## src/rtl/result_collector_if.sv

```systemverilog
// Result collector bus bundle: core done flags, data-RAM read port and result stream.
// The collector uses the master modport; the surrounding system uses slave.
interface result_collector_if;
    logic [3:0]  DONE_IN;
    logic [15:0] RAM_ADDRESS;
    logic        RAM_READ_EN;
    logic [15:0] RAM_DATA;
    logic [15:0] OUT_DATA;
    logic        OUT_VALID;
    logic        OUT_READY;
    logic        OUT_LAST;
    logic        BUSY;
    logic        COLLECT_DONE;

    modport master (
        input  DONE_IN,
        input  RAM_DATA,
        input  OUT_READY,
        output RAM_ADDRESS,
        output RAM_READ_EN,
        output OUT_DATA,
        output OUT_VALID,
        output OUT_LAST,
        output BUSY,
        output COLLECT_DONE
    );

    modport slave (
        output DONE_IN,
        output RAM_DATA,
        output OUT_READY,
        input  RAM_ADDRESS,
        input  RAM_READ_EN,
        input  OUT_DATA,
        input  OUT_VALID,
        input  OUT_LAST,
        input  BUSY,
        input  COLLECT_DONE
    );
endinterface

```

## src/rtl/result_collector.sv

```systemverilog
// Result collector: waits until all four cores report done, then streams RESULT_COUNT words
// from data RAM (starting at BASE_ADDR) over a valid/ready interface, one word per
// READ -> LATCH -> HOLD pass. Returns to idle once every done flag has dropped.
// Optional feature: define RESULT_CHECKSUM_EN to append a 16-bit wrap-around sum beat
// after the last data word; that beat then carries OUT_LAST instead.
module result_collector #(
    parameter logic [15:0] BASE_ADDR    = 16'h0040,
    parameter int unsigned RESULT_COUNT = 16
) (
    input logic                MAIN_CLOCK,
    input logic                RESET_N,
    result_collector_if.master bus
);

    localparam logic [15:0] LastIdx = 16'(RESULT_COUNT - 1);

    typedef enum logic [2:0] {
        StIdle,
        StRead,
        StLatch,
        StHold,
        StDone
    } state_e;

    state_e      state_q, state_d;
    logic [15:0] idx_q, idx_d;
    logic [3:0]  sticky_q, sticky_d;
    logic [15:0] out_data_q, out_data_d;
    logic        last_word;
`ifdef RESULT_CHECKSUM_EN
    logic [15:0] sum_q, sum_d;
    logic        csum_beat_q, csum_beat_d;
`endif

    assign last_word = (idx_q == LastIdx);

    // Next-state: done-flag gathering, word sequencing and output data capture.
    always_comb begin
        state_d    = state_q;
        idx_d      = idx_q;
        sticky_d   = sticky_q;
        out_data_d = out_data_q;
`ifdef RESULT_CHECKSUM_EN
        sum_d       = sum_q;
        csum_beat_d = csum_beat_q;
`endif
        unique case (state_q)
            StIdle: begin
                // A flag arriving this cycle counts toward the all-done condition.
                sticky_d = sticky_q | bus.DONE_IN;
                if (&sticky_d) begin
                    state_d = StRead;
                end
            end
            StRead: begin
                state_d = StLatch;
            end
            StLatch: begin
                out_data_d = bus.RAM_DATA;
                state_d    = StHold;
            end
            StHold: begin
                if (bus.OUT_READY) begin
`ifdef RESULT_CHECKSUM_EN
                    if (csum_beat_q) begin
                        state_d = StDone;
                    end else begin
                        sum_d = sum_q + out_data_q;
                        idx_d = idx_q + 16'd1;
                        if (last_word) begin
                            // Stay in HOLD and present the running sum as an extra beat.
                            out_data_d  = sum_d;
                            csum_beat_d = 1'b1;
                        end else begin
                            state_d = StRead;
                        end
                    end
`else
                    idx_d   = idx_q + 16'd1;
                    state_d = last_word ? StDone : StRead;
`endif
                end
            end
            StDone: begin
                if (bus.DONE_IN == 4'b0000) begin
                    state_d  = StIdle;
                    sticky_d = '0;
                    idx_d    = '0;
`ifdef RESULT_CHECKSUM_EN
                    sum_d       = '0;
                    csum_beat_d = 1'b0;
`endif
                end
            end
            default: begin
                state_d = StIdle;
            end
        endcase
    end

    // State register with synchronous active-low reset.
    always_ff @(posedge MAIN_CLOCK) begin
        if (!RESET_N) begin
            state_q    <= StIdle;
            idx_q      <= '0;
            sticky_q   <= '0;
            out_data_q <= '0;
`ifdef RESULT_CHECKSUM_EN
            sum_q       <= '0;
            csum_beat_q <= 1'b0;
`endif
        end else begin
            state_q    <= state_d;
            idx_q      <= idx_d;
            sticky_q   <= sticky_d;
            out_data_q <= out_data_d;
`ifdef RESULT_CHECKSUM_EN
            sum_q       <= sum_d;
            csum_beat_q <= csum_beat_d;
`endif
        end
    end

    // Outputs decoded from the registered state; address forced to zero when not reading.
    always_comb begin
        bus.RAM_READ_EN  = (state_q == StRead);
        bus.RAM_ADDRESS  = bus.RAM_READ_EN ? (BASE_ADDR + idx_q) : 16'h0000;
        bus.OUT_DATA     = out_data_q;
        bus.OUT_VALID    = (state_q == StHold);
`ifdef RESULT_CHECKSUM_EN
        bus.OUT_LAST     = (state_q == StHold) && csum_beat_q;
`else
        bus.OUT_LAST     = (state_q == StHold) && last_word;
`endif
        bus.BUSY         = (state_q == StRead) || (state_q == StLatch) || (state_q == StHold);
        bus.COLLECT_DONE = (state_q == StDone);
    end

endmodule

```

## src/flat_wrapper.sv

```systemverilog
// flat-port wrapper written by rule: the top's interface ports become plain ports
module result_collector_flat 
#(
    parameter logic [15:0] BASE_ADDR    = 16'h0040,
    parameter int unsigned RESULT_COUNT = 16
)
  (MAIN_CLOCK, RESET_N, bus_DONE_IN, bus_RAM_DATA, bus_OUT_READY, bus_RAM_ADDRESS, bus_RAM_READ_EN, bus_OUT_DATA, bus_OUT_VALID, bus_OUT_LAST, bus_BUSY, bus_COLLECT_DONE);
  result_collector_if bus_i ();
  input logic MAIN_CLOCK;
  input logic RESET_N;
  input wire logic [$bits(bus_i.DONE_IN)-1:0] bus_DONE_IN;
  input wire logic [$bits(bus_i.RAM_DATA)-1:0] bus_RAM_DATA;
  input wire logic [$bits(bus_i.OUT_READY)-1:0] bus_OUT_READY;
  output wire logic [$bits(bus_i.RAM_ADDRESS)-1:0] bus_RAM_ADDRESS;
  output wire logic [$bits(bus_i.RAM_READ_EN)-1:0] bus_RAM_READ_EN;
  output wire logic [$bits(bus_i.OUT_DATA)-1:0] bus_OUT_DATA;
  output wire logic [$bits(bus_i.OUT_VALID)-1:0] bus_OUT_VALID;
  output wire logic [$bits(bus_i.OUT_LAST)-1:0] bus_OUT_LAST;
  output wire logic [$bits(bus_i.BUSY)-1:0] bus_BUSY;
  output wire logic [$bits(bus_i.COLLECT_DONE)-1:0] bus_COLLECT_DONE;
  assign bus_i.DONE_IN = bus_DONE_IN;
  assign bus_i.RAM_DATA = bus_RAM_DATA;
  assign bus_i.OUT_READY = bus_OUT_READY;
  assign bus_RAM_ADDRESS = bus_i.RAM_ADDRESS;
  assign bus_RAM_READ_EN = bus_i.RAM_READ_EN;
  assign bus_OUT_DATA = bus_i.OUT_DATA;
  assign bus_OUT_VALID = bus_i.OUT_VALID;
  assign bus_OUT_LAST = bus_i.OUT_LAST;
  assign bus_BUSY = bus_i.BUSY;
  assign bus_COLLECT_DONE = bus_i.COLLECT_DONE;
  result_collector #(.BASE_ADDR(BASE_ADDR), .RESULT_COUNT(RESULT_COUNT)) u_core (.MAIN_CLOCK(MAIN_CLOCK), .RESET_N(RESET_N), .bus(bus_i));
endmodule
```

## config.mk

```make
export PLATFORM = sky130hd
export DESIGN_NAME = result_collector_flat
export DESIGN_NICKNAME = d
export VERILOG_FILES = /design/src/rtl/result_collector_if.sv /design/src/rtl/result_collector.sv /design/src/flat_wrapper.sv
export SDC_FILE = /design/constraint.sdc
export NUM_CORES = 1
export LEC_CHECK = 0
export ABC_CLOCK_PERIOD_IN_PS = 4100
export CORE_MARGIN = 5
export CORE_UTILIZATION = 51
export CTS_BUF_LIST = sky130_fd_sc_hd__clkbuf_8 sky130_fd_sc_hd__clkbuf_16
export CTS_CLUSTER_SIZE = 20
export DETAILED_ROUTE_END_ITERATION = 10
export PLACE_DENSITY = 0.85
export SYNTH_ARGS = -nofsm -noshare
export SYNTH_HDL_FRONTEND = slang
export SYNTH_SLANG_ARGS = --single-unit
```

## constraint.sdc

```tcl
create_clock -name MAIN_CLOCK -period 4.1 [get_ports MAIN_CLOCK]
set_input_delay 0.41 -clock MAIN_CLOCK [delete_from_list [all_inputs] [get_ports MAIN_CLOCK]]
set_output_delay 0.41 -clock MAIN_CLOCK [all_outputs]
set_load 0.1 [all_outputs]
```

# Yosys cells after proc, flatten, opt, wreduce, memory -nomap -nowiden
# Cells that the tools add are included.
[op_classes] n_mux=11 reduce_logical=11 bitwise=1 n_eq_ne=8 add_sub_neg=2
[ops] cell="two-way mux 16 bit" n=3
[ops] cell="one-hot mux 16 bit (2 select lines)" n=1
[ops] cell="adder 16 x 1 -> 16 bit, second input constant" n=1
[ops] cell="adder 7 x 16 -> 16 bit, first input constant" n=1
[ops] cell="== test 16 x 4 -> 1 bit, second input constant" n=1
[ops] cell="one-hot mux 3 bit (5 select lines)" n=1
[ops] cell="two-way mux 3 bit" n=4
[ops] cell="one-hot mux 4 bit (2 select lines)" n=1
[ops] cell="== test 3 x 2 -> 1 bit, second input constant" n=2
[ops] cell="AND reduction 3 bit" n=2
[ops] cell="zero test 4 bit" n=1
[ops] cell="two-way mux 4 bit" n=1
[ops] cell="!= test 2 x 1 -> 1 bit, second input constant" n=2
[ops] cell="bitwise OR 4 bit" n=1
[ops] cell="AND reduction 4 bit" n=1
[ops] cell="nonzero test 2 bit" n=2
[ops] cell="== test 3 x 1 -> 1 bit, second input constant" n=1
[ops] cell="== test 3 bit, second input constant" n=1
[ops] cell="zero test 3 bit" n=1
[ops] cell="logical OR 1 bit" n=2
[ops] cell="!= test 2 bit, second input constant" n=1
[ops] cell="AND reduction 2 bit" n=1
[ops] cell="logical AND 1 bit" n=1
[totals] output_inout_bits=37 register_bits=39 elab_cells=37 inputBits=23

# Longest topological paths before layout
[logic_depth] ltp_word=4 mapped_depth=6 mapped_depth_nobuf=5

# Worst setup path after synthesis
# Ideal clock, no wire load.
[synth_timing] path_kind="register to register" start="register u_core.state_q[1]" end="register u_core.state_q[2]" setup_slack_ps=-164 arrival_time_ps=4194 period_less_slack_ps=4264 required_ps=4030 path_buffers=1 path_stages_with_launch=5 path_cell_list="dfxtp_1 -> clkbuf_1 -> nand2_1 -> nor4_1 -> o21ba_2"
[synth_via] elab_chain_cells=3 elab_cells_between_ends=10 cone_classes="eq/ne (7); mux (1); reduce/logical (2)"
[synth_rtl] element="start: declaration" line_no="result_collector.sv:25" rtl="state_e state_q, state_d;"
[synth_rtl] element="start signal: assignment" line_no="result_collector.sv:104" rtl="state_q <= StIdle;"
[synth_rtl] element="start signal: assignment" line_no="result_collector.sv:113" rtl="state_q <= state_d;"
[synth_rtl] element="== test 3 x 2 -> 1 bit, or another cell as far along" line_no="result_collector.sv:47" rtl="unique case (state_q)"
[synth_rtl] element="!= test 2 bit (no line) / != test 2 x 1 -> 1 bit (equally long branches)"
[synth_rtl] element="AND reduction 3 bit (no line)"
# Several ways; a longest one is shown, not always the timed one.
# A chain may end at the register's enable or synchronous reset.

# Worst setup path after layout
[layout_timing] start="register u_core.state_q[0]" end="output bus_RAM_ADDRESS[1]"
[layout_via] elab_chain_cells=2
[layout_rtl] element="== test 3 x 1 -> 1 bit" line_no="result_collector.sv:126" rtl="bus.RAM_READ_EN = (state_q == StRead);"
[layout_rtl] element="two-way mux 16 bit" line_no="result_collector.sv:127" rtl="bus.RAM_ADDRESS = bus.RAM_READ_EN ? (BASE_ADDR + idx_q) : 16'h0000;"
[layout_rtl] element="end: declaration" line_no="flat_wrapper.sv:14" rtl="output wire logic [$bits(bus_i.RAM_ADDRESS)-1:0] bus_RAM_ADDRESS;"
# Every way passes these cells.

==> results.toml <==
[clock_tree]
cts_tree = "built"
cts_hold_buffers = 0
cts_max_level = 2
cts_root_buf = "clkbuf_8"
post_cts_buffers = 0
cts_sinks = 39
numCtsBuffers = 5
cts_resized = 0
clk_pin_slew_ns = 0.08
clkLatencyLatePin_ns = 0.29
cts_buffer_depth = 2

[final_layout]
fin_util_pct = 70.1
diodes = 0
final_cells = 353
drive_gt1_share_pct = 4.29
area_delta_synth_final_pct = 35.4
final_nets = 328

[routing]
first_iter_violations = 159
drcViolationCount = 0
postRouteAntennaNets = 0
wl_per_cell_microns = 14.3
via_count = 1986
wl_microns = 5040
drt_pass1_iterations = 4
avgViaCountPerCell = 5.63

[die]
num_io_pins = 60
rows = 23
core_area_sq_um = 3910
die_w_microns = 73.0
initial_core_util_pct = 51.8
die_h_microns = 73.0
die-area_sq_um = 5330

[yosys]
synth-seq-cells = 39
synth_top_area_share_pct = 38.5
yosys.area.top_type = "dfxtp_1"
netlist_top_cells_area = "dfxtp_1 39%, nand2_1 7.6%, a21boi_0 5.2%, a21oi_1 3.5%, nor2_1 3.0%"
async_reset_ff_share_pct = 0
synthCells = 252
avgSynthCellArea_sq_um = 8.04
ys_seq_area_share_pct = 38.5
synthDistinctLibCells = 40
ys_top_cells_by_count = "41 x nand2_1, 39 x dfxtp_1, 16 x nor2_1, 14 x a21boi_0, 14 x a21oi_1"
synth_ff_type = "dfxtp_1"
yosysWarnings = 0
synth.cell_area_sq_um = 2030
syn_nets = 278
synth_edf_count = 0
yosysMostFrequentCell = "nand2_1"

[worst_setup_path]
path_max_fanout = 11
crit_path_end_kind = "output port"
slowest_stage = "clkdlybuf4s50_1"
path_cells = "and2b_1 > nand2b_1 > inv_1 > and2_1 > clkdlybuf4s50_1"
cp.required_ns = 3.69
arrival_ns = 2.82
worstSetupPathType = "reg2out"
slowest_delay_ns = 1.13
critPathLaunchType = "flop"

[timing]
clock.fmax_mhz = 310
relSlewSlack_pct = 33.3
setup_viol = 0
fin_setup_tns_ns = 0
rsz0062_at_grt = "no"
finClkSkew_ns = 0.00717
worstMarginPinSlew_ns = 0.997
period_minus_slack_ns = 3.23
fin_crit_sh_pct = 78.7
report.final.slew_viol_count = 0
finalHoldViolations = 0

[grt]
antenna_found_initial = 0
grt_pass1_wl_microns = 8400
grt_usage_pct = 19.8
grt_pass1_vias = 1830
grt_overflow = 0
grt_max_degree = 29

[placement]
io_buffers = 59
hpwl_microns = 3670
gp_congestion = 0.824
dp.cells = 345

[power_and_ir_drop]
ir_drop_uv = 374
p_leak_nw = 0.923
powerDensity_nw_per_um2 = 358

[flow_run]
max_cap_violations = 0

[worst_hold_path]
min_path_type = "reg2reg"

[status]
outcome = "finished, final reports clean"
-- placed cells by master, fill, tap and decap left out, types with 2 or more instances in the layout --
| master | n |
|---|---|
| nor2b_1 | 7 |
| xnor2_1 | 6 |
| ha_1 | 3 |
| nand4_1 | 4 |
| or4_1 | 6 |
| o41ai_1 | 2 |
| a22oi_1 | 5 |
| or4b_1 | 2 |
| nor2_1 | 16 |
| o22ai_1 | 2 |
| nand2b_1 | 2 |
| dfxtp_1 | 39 |
| and2_1 | 8 |
| a21boi_0 | 14 |
| nor4_1 | 2 |
| clkbuf_8 | 5 |
| o21ai_0 | 9 |
| and3_1 | 4 |
| inv_1 | 6 |
| nand3_1 | 10 |
| and2b_1 | 2 |
| a21boi_1 | 3 |
| a31oi_1 | 2 |
| clkdlybuf4s50_1 | 59 |
| nor3_1 | 4 |
| bufinv_16 | 2 |
| or3_1 | 7 |
| o211ai_1 | 4 |
| o31ai_1 | 4 |
| a21oi_1 | 14 |
| nand2_1 | 41 |
-- state kept, by name, summed over array words and instances, names as in the netlist --
| name | count |
|---|---|
| u_core.bus.OUT_DATA | 16 |
| u_core.sticky_q | 4 |
| u_core.state_q | 3 |
| u_core.idx_q | 16 |
-- final timing paths --
kind | depth (start not counted) | endpoint | start | slack (ns)
max | 5 | bus_RAM_ADDRESS[1] | u_core.state_q[0]$_SDFFE_PN0P_ | 0.87
min | 2 | u_core.bus.OUT_DATA[2]$_SDFFE_PN0P_ | u_core.bus.OUT_DATA[2]$_SDFFE_PN0P_ | 0.45
max reg2reg | 4 | u_core.idx_q[6]$_SDFFE_PN0P_ | u_core.state_q[1]$_SDFFE_PN0P_ | 2.14
min reg2reg | 2 | u_core.bus.OUT_DATA[2]$_SDFFE_PN0P_ | u_core.bus.OUT_DATA[2]$_SDFFE_PN0P_ | 0.45
-- through the flow --
stage	total power, mW	area [sq um]	hold WS (ns)	setup slack (ns)
2_1_floorplan	0.556	2030	0.470	1.11
3_3_place_gp	0.610	2610	0.442	1.30
3_5_place_dp	0.614	2610	0.447	1.24
4_1_cts	0.989	2740	0.457	0.875
5_1_grt	1.01	2740	0.475	0.700
6_report	0.982	2740	0.455	0.872
-- layout make-up --
class / count / area (sq um)
Fill cell: 330 / 1170
Multi-Input combinational cell: 192 / 1160
Sequential cell: 39 / 781
Timing Repair Buffer: 59 / 591
Clock buffer: 5 / 68.8
Clock inverter: 3 / 63.8
Tap cell: 50 / 62.6
Inverter: 5 / 18.8
-- cells by family after synthesis --
logic type | after synthesis | synth area share, %
AO/OA/AOI/OAI | 62 | 20.3
XOR/XNOR | 7 | 3.02
adder cells (fa/ha/maj) | 3 | 1.85
buffers and inverters | 21 | 4.63
flip-flops | 39 | 38.5
AND/OR/NAND/NOR | 120 | 31.7
-- worst max-delay path, delay by kind of cell, from the launching register on --
kind | cells | cell delay, ns
AND/OR/NAND/NOR | 3 | 0.60
flip-flops | 1 | 0.55
buffers and inverters | 2 | 1.38
-- layer usage --
| metal | vias up | routed length [microns] | track usage (%) |
|---|---|---|---|
| met2 | 60 | 2490 | 34.5 |
| met1 | 922 | 2110 | 23.1 |
| met4 | 0 | 68 | 6.56 |
| met3 | 9 | 371 | 5.51 |
| met5 | - | 0 | 0 |
| li1 | 995 | - | - |
-- where the power goes --
part	total (mW)	leakage, nW	internal (mW)	switching (mW)
clock	0.377	0.0695	0.241	0.137
combinational	0.198	0.537	0.0589	0.139
sequential	0.407	0.316	0.394	0.0129
No activity file was read; power rests on OpenSTA's default activity.
